$ cat src/rtl/alu_pkg.sv
// Shared definitions for the ALU command sequencer: opcodes, data width,
// FSM states and the opcode carry-validity helper.
package alu_pkg;

    localparam int DW = 4;

    localparam logic [2:0] OP_ADD = 3'b000;
    localparam logic [2:0] OP_SUB = 3'b001;
    localparam logic [2:0] OP_AND = 3'b010;
    localparam logic [2:0] OP_OR  = 3'b011;
    localparam logic [2:0] OP_XOR = 3'b100;
    localparam logic [2:0] OP_NOT = 3'b101;
    localparam logic [2:0] OP_INC = 3'b110;
    localparam logic [2:0] OP_DEC = 3'b111;

    typedef enum logic [1:0] {
        IDLE = 2'd0,
        EXEC = 2'd1,
        RESP = 2'd2
    } state_t;

    // The ALU only drives a meaningful cout for arithmetic ops.
    function automatic logic op_has_carry(input logic [2:0] op);
        return (op == OP_ADD) || (op == OP_SUB) ||
               (op == OP_INC) || (op == OP_DEC);
    endfunction

endpackage

$ cat src/rtl/alu_res_reg.sv
// Result holding register: captures the final ALU output and presents it
// over valid/ready until the consumer takes it.
module alu_res_reg
    import alu_pkg::*;
(
    input  logic          clk,
    input  logic          rst,
    input  logic          load,
    input  logic [2:0]    op,
    input  logic [DW-1:0] alu_y,
    input  logic          alu_cout,
    input  logic          alu_zero,
    input  logic          res_ready,
    output logic          res_valid,
    output logic [DW-1:0] res_y,
    output logic          res_cout,
    output logic          res_zero
);

    always_ff @(posedge clk) begin
        if (rst) begin
            res_valid <= 1'b0;
            res_y     <= '0;
            res_cout  <= 1'b0;
            res_zero  <= 1'b0;
        end else if (load) begin
            res_valid <= 1'b1;
            res_y     <= alu_y;
            res_cout  <= op_has_carry(op) & alu_cout;
            res_zero  <= alu_zero;
        end else if (res_valid && res_ready) begin
            res_valid <= 1'b0;
        end
    end

endmodule

$ cat src/rtl/alu_cmd_seq.sv
// ALU command sequencer: cmd handshake -> registered ALU drive -> result
// handshake. ALU_CMD_SEQ_ACC_EN adds accumulator chaining and repeat count.
module alu_cmd_seq
    import alu_pkg::*;
(
    input  logic          clk,
    input  logic          rst,
    input  logic          cmd_valid,
    output logic          cmd_ready,
    input  logic [2:0]    cmd_op,
    input  logic [DW-1:0] cmd_a,
    input  logic [DW-1:0] cmd_b,
    input  logic          cmd_use_acc,
    input  logic          cmd_clr,
    input  logic [1:0]    cmd_rpt,
    output logic [DW-1:0] alu_a,
    output logic [DW-1:0] alu_b,
    output logic [2:0]    alu_sel,
    input  logic [DW-1:0] alu_y,
    input  logic          alu_cout,
    input  logic          alu_zero,
    output logic          res_valid,
    input  logic          res_ready,
    output logic [DW-1:0] res_y,
    output logic          res_cout,
    output logic          res_zero
);

    state_t        state;
    state_t        state_nxt;
    logic          accept;
    logic          last;
    logic          load_res;
    logic [DW-1:0] a_nxt;

`ifdef ALU_CMD_SEQ_ACC_EN
    logic [DW-1:0] acc;
    logic [1:0]    cnt;

    assign last  = (cnt == 2'd0);
    // A cleared accumulator must also feed zero on this same command.
    assign a_nxt = cmd_use_acc ? (cmd_clr ? '0 : acc) : cmd_a;
`else
    logic unused_cfg;

    assign unused_cfg = ^{cmd_use_acc, cmd_clr, cmd_rpt};
    assign last       = 1'b1;
    assign a_nxt      = cmd_a;
`endif

    assign cmd_ready = (state == IDLE) && !rst;
    assign accept    = cmd_valid && cmd_ready;
    assign load_res  = (state == EXEC) && last;

    always_comb begin
        state_nxt = state;
        unique case (state)
            IDLE:    if (accept)    state_nxt = EXEC;
            EXEC:    if (last)      state_nxt = RESP;
            RESP:    if (res_ready) state_nxt = IDLE;
            default:                state_nxt = IDLE;
        endcase
    end

    always_ff @(posedge clk) begin
        if (rst) begin
            state   <= IDLE;
            alu_a   <= '0;
            alu_b   <= '0;
            alu_sel <= '0;
`ifdef ALU_CMD_SEQ_ACC_EN
            acc     <= '0;
            cnt     <= '0;
`endif
        end else begin
            state <= state_nxt;
            if (accept) begin
                alu_sel <= cmd_op;
                alu_b   <= cmd_b;
                alu_a   <= a_nxt;
`ifdef ALU_CMD_SEQ_ACC_EN
                cnt     <= cmd_rpt;
                if (cmd_clr) acc <= '0;
`endif
            end
`ifdef ALU_CMD_SEQ_ACC_EN
            else if (state == EXEC) begin
                acc <= alu_y;
                // Feed the result back for the next iteration.
                if (!last) begin
                    alu_a <= alu_y;
                    cnt   <= cnt - 2'd1;
                end
            end
`endif
        end
    end

    alu_res_reg u_res (
        .clk       (clk),
        .rst       (rst),
        .load      (load_res),
        .op        (alu_sel),
        .alu_y     (alu_y),
        .alu_cout  (alu_cout),
        .alu_zero  (alu_zero),
        .res_ready (res_ready),
        .res_valid (res_valid),
        .res_y     (res_y),
        .res_cout  (res_cout),
        .res_zero  (res_zero)
    );

endmodule

$ cat config.mk
export PLATFORM = sky130hd
export DESIGN_NAME = alu_cmd_seq
export DESIGN_NICKNAME = d
export VERILOG_FILES = /design/src/rtl/alu_pkg.sv /design/src/rtl/alu_res_reg.sv /design/src/rtl/alu_cmd_seq.sv
export SDC_FILE = /design/constraint.sdc
export NUM_CORES = 1
export LEC_CHECK = 0
export ABC_CLOCK_PERIOD_IN_PS = 3600
export BUFFER_PORTS_ARGS = -buffer_cell sky130_fd_sc_hd__buf_4
export CORE_UTILIZATION = 40
export DETAILED_ROUTE_END_ITERATION = 16
export GPL_TIMING_DRIVEN = 0
export PLACE_DENSITY_LB_ADDON = 0.08
export SETUP_SLACK_MARGIN = 0.5
export SLEW_MARGIN = 20
export SYNTH_ARGS = -nofsm -noshare
export SYNTH_HDL_FRONTEND = slang
export SYNTH_HIERARCHICAL = 1
export SYNTH_SLANG_ARGS = --single-unit
$ cat constraint.sdc
create_clock -name clk -period 3.6 [get_ports clk]
set_clock_uncertainty 0.05 [all_clocks]
set_input_delay 0.72 -clock clk [delete_from_list [all_inputs] [get_ports clk]]
set_output_delay 0.72 -clock clk [all_outputs]
set_load 0.02 [all_outputs]
# Word-level counts from Yosys, hierarchy flattened
# Index checks and enable logic that the tools add are counted.
[word_totals] regBits=20 inputBits=25 output_inout_bits=19 elab_cells=32
[classes] n_eq_ne=7 muxes=5 bitwise_logic=1 reduce_logical=11
[ops] cell="$eq 3x3->1 const B" n=2
[ops] cell="$pmux 2 s3" n=1
[ops] cell="$mux 2" n=2
[ops] cell="$ne 2x2->1 const B" n=2
[ops] cell="$eq 3x1->1 const B" n=1
[ops] cell="$logic_and 1x1->1" n=3
[ops] cell="$logic_not 3->1" n=1
[ops] cell="$logic_or 1x1->1" n=3
[ops] cell="$eq 2x1->1 const B" n=1
[ops] cell="$eq 2x2->1 const B" n=1
[ops] cell="$logic_not 2->1" n=1
[ops] cell="$mux 1" n=2
[ops] cell="$reduce_and 2->1" n=1
[ops] cell="$reduce_bool 2->1" n=1
[ops] cell="$and 1x1->1" n=1
[ops] cell="$logic_not 1->1" n=1

# Longest topological paths before layout
# Gate-level depths: netlist (run 1).
[depth] depth_word=5 ltp_mapped=4 mapped_depth_nobuf=3

# Hierarchy
# The synthesis (run 1) kept the hierarchy.
[by_module_without_submodules] module="alu_cmd_seq" instances=1 cells_each=55 area_per_inst_um2=581.8 seq_area_each_um2=260.2
[by_module_without_submodules] module="alu_res_reg" instances=1 cells_each=26 area_per_inst_um2=269.0 seq_area_each_um2=140.1

# Worst setup path after synthesis (run 1)
# No wires, ideal clock.
[synth_path] path_type="input port to output port" from="input port rst" to="output port cmd_ready" arrival_time_ns=1.345 required_ns=2.830 setup_slack_ns=1.485 cell_stages=2 path_buffers=1 path_cell_list="buf_2 > nor3_1"
[synth_via] elab_chain_cells=2
[synth_lines] element="start, declared" line="alu_cmd_seq.sv:7" rtl="input logic rst,"
[synth_lines] element="$logic_not 1->1" line="alu_cmd_seq.sv:51" rtl="assign cmd_ready = (state == IDLE) && !rst;"
[synth_lines] element="$logic_and 1x1->1" line="alu_cmd_seq.sv:51"
[synth_lines] element="end, declared" line="alu_cmd_seq.sv:9" rtl="output logic cmd_ready,"
# No other way between the ends.

# Worst setup path in the final report (run 1)
# Same ends and word-level chain as after synthesis.

==> flow_metrics.tcl, run 1 <==
set metrics [dict create \
    dieWidth_um 48.12 \
    route.final.wire_length_mm 1.524 \
    post_synth_mux_area_share 0.1882 \
    global_route_wire_length_before_repair_mm 2.277 \
    drt_first_pass_iters 2 \
    synth_top_family_by_area "simple AND/OR/NAND/NOR gates" \
    rsz_0062_raised_after_global_routing "no" \
    cts_setup_buffers 0 \
    worstSkewPairLatency_ns 0.28 \
    grt_start_max_net_pins 11 \
    synth.avg_cell_area_um2 10.50 \
    ff2ff_setup_slack_ns 2.34 \
    tritoncts "done" \
    standard_cell_row_count 16 \
    overall_via_count_from_detail_route 657 \
    die_y_extent_um 48.12 \
    die-area_um2 2316 \
    cts_root_buf "clkbuf_4" \
    yosys.area_share.simple 0.2574 \
    grt_pass1_vias 600 \
    fin_crit_sh 0.5998 \
    global_route.usage.total 0.1404 \
    finalNonFillerCells 150 \
    cts-buffers-inserted 3 \
    dpl.cell_count 147 \
    dpl.hpwl_mm 1.198 \
    mostFrequentLayoutCells "buf_4 (39), nand2b_1 (23), dfxtp_1 (20), mux2i_1 (16), nor2_1 (5)" \
    synthDistinctLibCells 20 \
    final_period_minus_worst_setup_slack_ns 2.159 \
    final_max_slew_viol_count 0 \
    cts.sinks 20 \
    totalPowerFinal_uw 442.8 \
    layout-area-overhead-vs-synth_pct 41.03 \
    grt-ovfl-total 0 \
    worstPathRequired_ns 2.83 \
    synth_xor_xnor_area_share 0.01029 \
    endpoint_kind "primary output" \
    status "complete, no violations" \
    fraction_of_post_synthesis_cell_area_in_the_top_cell_type_by_area 0.4706 \
    layout.core_utilization 0.6054 \
    p_leak_uw 0.0005482 \
    ctsResizeCount 0 \
    timing.critical_path.arrival_ns 1.39 \
    finish.net_count 150 \
    layout-drive-gt1-share 0.3902 \
    first_iter_violations 9 \
    leading_post_synthesis_cells_by_cell_area "dfxtp_1 (47%), mux2i_1 (19%), nand2b_1 (17%), buf_6 (2.6%), nor2_1 (2.2%)" \
    timing_worst_slew_pin_value_ns 0.2986 \
    ctsHtreeMaxLevel 1 \
    powerDensity_nw_per_um2 369.0 \
    synth_cells 81 \
    synth_fa_ha_area_frac 0 \
    hold_worst_path_end "alu_a[0]" \
    final_routed_drc_violation_total 0 \
    mostFrequentLayoutCell "buf_4" \
    fin_worst_hold_slack_ns 0.4318 \
    timing.reg2reg.worst_path_depth 4 \
    timing.final.hold_violations 0 \
    critPathMaxFanout 10 \
    hold_path_depth 2 \
    worst_hold_path_type "reg -> reg" \
    fin_setup_tns_ns 0 \
    yosysSeqAreaShare 0.4706 \
    synth_area_um2 850.8 \
    max_clock_freq_ghz 0.4631 \
    initial_utilization 0.4293 \
    finalWeightedCongestion 0.6349 \
    hold_path_startpoint "alu_a[0]" \
    worstReg2RegStart "state[0]" \
    synth_area_leader_cell "dfxtp_1" \
    numPortBuffers 39 \
    timing.slew.headroom 0.8009 \
    setup_viol 0 \
    setup.worst_path.start_class "input port" \
    avgViaCountPerCell 4.380 \
    antenna-diode-count 0 \
    worst_r2r_endpoint "u_res/res_cout" \
    power.ir.vdd_worst_mv 0.2414 \
    antenna_violating_nets_post_route 0 \
    detail_route.wl_per_cell_um 10.16 \
    ports 44 \
    postCtsHoldBufs 0 \
    synth.ff_latch_count 20 \
    synth_nets 106 \
    clk_pin_slew_worst_paths_ns 0.10 \
    drv_cap 0 \
    grt_antenna_before_repair 0 \
    timing.setup.critical_path_class "in -> out" \
    synth-compound-area-share 0.02647 \
    clk_path_buf_depth 2 \
    yosys_warnings 6 \
    core-area_um2 1982 \
]
==> kinds of logic after synthesis <==
logic type	after synthesis
simple gates	35
buf+inv	6
xor+xnor	1
compound gates	3
mux	16
flops	20
==> layer usage <==
metal	up-vias	routed length (µm)	track usage
met5	-	0	0
met4	0	14	0.05000
met3	2	90	0.04444
met2	19	712	0.2324
met1	286	706	0.1716
li1	350	-	-
==> synth_stat cells <==
master    count
nor3b_4       1
nand2b_1     23
nor2_1        5
nand2_1       1
nor3_1        1
xor2_1        1
or3b_1        1
o31ai_1       1
inv_1         1
clkbuf_2      1
clkbuf_1      1
and2_1        1
dfxtp_1      20
buf_6         2
nor2b_1       1
buf_2         1
a21oi_1       1
mux2i_1      16
nor3b_1       1
o21ba_2       1
==> metrics by stage <==
step | setup WS [ns] | cell area, µm²
finish | 1.441 | 1200
global route | 1.365 | 1200
floorplan | 1.485 | 850.8
detailed placement | 1.439 | 1177
CTS | 1.437 | 1200
global placement | 1.445 | 1177
==> final cells by class <==
| type | count | area [µm²] |
|---|---|---|
| Timing Repair Buffer | 39 | 292.8 |
| Sequential cell | 20 | 400.4 |
| Inverter | 1 | 3.754 |
| Tap cell | 27 | 33.78 |
| Fill cell | 178 | 782.0 |
| Multi-Input combinational cell | 55 | 410.4 |
| Clock buffer | 3 | 22.52 |
| Buffer | 5 | 36.28 |
==> critical path, cell delays in order <==
cell and delay [ns]:
buf_4 0.13, buf_2 0.17, nor3_1 0.18, buf_4 0.18
==> how the worst max path moves through the flow <==
| stage | start | endpoint | slack, ns | cells past startpoint |
|---|---|---|---|---|
| 6_report | rst | cmd_ready | 1.44 | 4 |
| 2_1_floorplan | rst | cmd_ready | 1.49 | 2 |
| 4_1_cts | rst | cmd_ready | 1.44 | 4 |
| 3_5_place_dp | rst | cmd_ready | 1.44 | 4 |
| 5_1_grt | rst | cmd_ready | 1.37 | 4 |
| 3_3_place_gp | rst | cmd_ready | 1.44 | 4 |
==> report_power, final <==
group	internal [µW]	total (µW)	switching, µW
Sequential	235	244	9.00
Clock	38.8	98.2	59.4
Combinational	55.1	100	45.1
==> flip-flops by register name, indices dropped and copies added (netlist names) <==
register and cells:
alu_b 4, u_res/res_y 4, u_res/res_zero 1, u_res/res_valid 1
state 2, u_res/res_cout 1, alu_a 4, alu_sel 3
Power figures use the tool's default switching activity.
==> run 2: changes to the inputs <==
Settings changed: ABC_CLOCK_PERIOD_IN_PS 3600 to 1800, CORE_UTILIZATION 40 to 39.
Clock period 3.6 ns to 1.8 ns, I/O delays scaled along.
==> flow_metrics.tcl, run 2 (synthesis gave the netlist of run 1 again) <==
set metrics [dict create \
    wl_met1_um 808 \
    critPathMaxFanout 2 \
    initial_utilization 0.4250 \
    mostFrequentLayoutCells "buf_4 (45), nand2b_1 (23), dfxtp_1 (18), mux2i_1 (15)" \
    timing.critical_path.arrival_ns 0.99 \
    timing_worst_slew_pin_value_ns 0.3051 \
    final_max_slew_viol_count 0 \
    cts.sinks 20 \
    finish.net_count 159 \
    postCtsHoldBufs 0 \
    n_fill_cell 195 \
    status "complete, no violations" \
    route.final.wire_length_mm 1.772 \
    drv_cap 0 \
    die_y_extent_um 48.71 \
    p_clk_frac 0.259 \
    clk_path_buf_depth 2 \
    rsz_0062_raised_after_global_routing "yes" \
    worstSkewPairLatency_ns 0.29 \
    internal_power_uw 727.5 \
    detail_route.wl_per_cell_um 11.08 \
    antenna-diode-count 0 \
    cts-buffers-inserted 3 \
    timing.setup.critical_path_class "reg -> out" \
    power.ir.vdd_worst_mv 0.5222 \
    fin_worst_hold_slack_ns 0.2288 \
    p_comb_frac 0.241 \
    powerDensity_nw_per_um2 738.5 \
    ctsHtreeMaxLevel 1 \
    finalWeightedCongestion 0.6595 \
    grt-ovfl-total 0 \
    p_leak_uw 0.0006103 \
    global_route.usage.total 0.1572 \
    setup.worst_path.start_class "flip-flop" \
    netSwitchingPower_uw 249.2 \
    fin_crit_sh 0.7802 \
    grt_start_max_net_pins 12 \
    tritoncts "done" \
    dpl.cell_count 147 \
    met2_length_um 849 \
    ports 44 \
    die-area_um2 2372 \
    layout-drive-gt1-share 0.4737 \
    first_iter_violations 11 \
    worst_hold_path_type "in -> reg" \
    grt_antenna_before_repair 0 \
    sw_frac_of_total 0.2551 \
    detailed_place.area_um2 1182 \
    timing.final.hold_violations 0 \
    finalNonFillerCells 160 \
    cts_root_buf "clkbuf_4" \
    dieWidth_um 48.71 \
    layout-area-overhead-vs-synth_pct 55.44 \
    final_period_minus_worst_setup_slack_ns 1.404 \
    global_route_wire_length_before_repair_mm 2.856 \
    post-route-cell-area_um2 1323 \
    numPortBuffers 39 \
    max_clock_freq_ghz 0.7121 \
    highest_layer "met4" \
    avgViaCountPerCell 4.463 \
    clk_pin_slew_worst_paths_ns 0.11 \
    fin_setup_tns_ns 0 \
    worstPathRequired_ns 1.39 \
    timing.slew.headroom 0.7966 \
    final_routed_drc_violation_total 0 \
    largestRegisters "alu_a x4, alu_b x4, u_res/res_y x4" \
    antenna_violating_nets_post_route 0 \
    endpoint_kind "primary output" \
    grt_pass1_vias 670 \
    drt_first_pass_iters 4 \
    core-area_um2 2002 \
    setup_viol 0 \
    mostFrequentLayoutCell "buf_4" \
    dpl.hpwl_mm 1.190 \
    overall_via_count_from_detail_route 714 \
    met3_wirelength_um 101 \
    standard_cell_row_count 16 \
    seq_power_share 0.500 \
]
-- run 2: cell types whose count changed in the layout (fill, tap and decap cells not counted), sizes merged --
cell,change
clkbuf,+1
buf,+9
-- run 2: power by group through the flow --
stage          sequential [µW]  combinational, µW  clock (µW)
3_3_place_gp               499                202           0
6_report                   488                236         253
3_5_place_dp               499                205           0
5_1_grt                    492                253         278
4_1_cts                    486                212         259
2_1_floorplan              530               83.4           0
-- run 2: routing by layer --
layer | track usage | up-vias
met5 | 0 | -
met1 | 0.1855 | 319
met4 | 0.07353 | 0
met2 | 0.2685 | 23
li1 | - | 370
met3 | 0.03459 | 2
-- run 2: path summary, 6_finish.rpt --
check	from	to	slack, ns	cells after the start
hold reg to reg	u_res/res_valid	u_res/res_valid	0.43	2
hold / removal	cmd_valid	state[0]	0.23	2
setup / recovery	state[0]	cmd_ready	0.40	2
setup reg to reg	state[0]	u_res/res_cout	0.46	5
-- run 2: final cells by class --
cell class                      count  area [µm²]  area share
Inverter                            1       3.754    0.002838
Clock buffer                        4       36.28     0.02744
Multi-Input combinational cell     55       432.9      0.3273
Sequential cell                    20       407.9      0.3084
Buffer                              5       36.28     0.02744
Timing Repair Buffer               48       371.6      0.2810
Tap cell                           27       33.78     0.02554
-- run 2: per-stage QoR --
stage	setup WS [ns]	power, µW	utilization
after floorplan	0.5943	613.1	-
after global placement	0.4243	701.0	0.5906
after global routing	0.3622	1023	0.6606
after detailed placement	0.4152	704.7	0.5906
after CTS	0.3859	957.0	0.6200
final	0.3957	976.7	0.6606
-- run 2: what timing repair did --
item	CTS	global route
resized for setup	4	9
buffers inserted	2	6
cloned	0	1
hold endpoints to repair	0	0
pin swaps	1	2
setup endpoints to repair	1	13
-- run 2: critical path, stage by stage, from the launching register on --
cell	delay, ns
dfxtp_4	0.37
nor3_4	0.20
buf_6	0.14
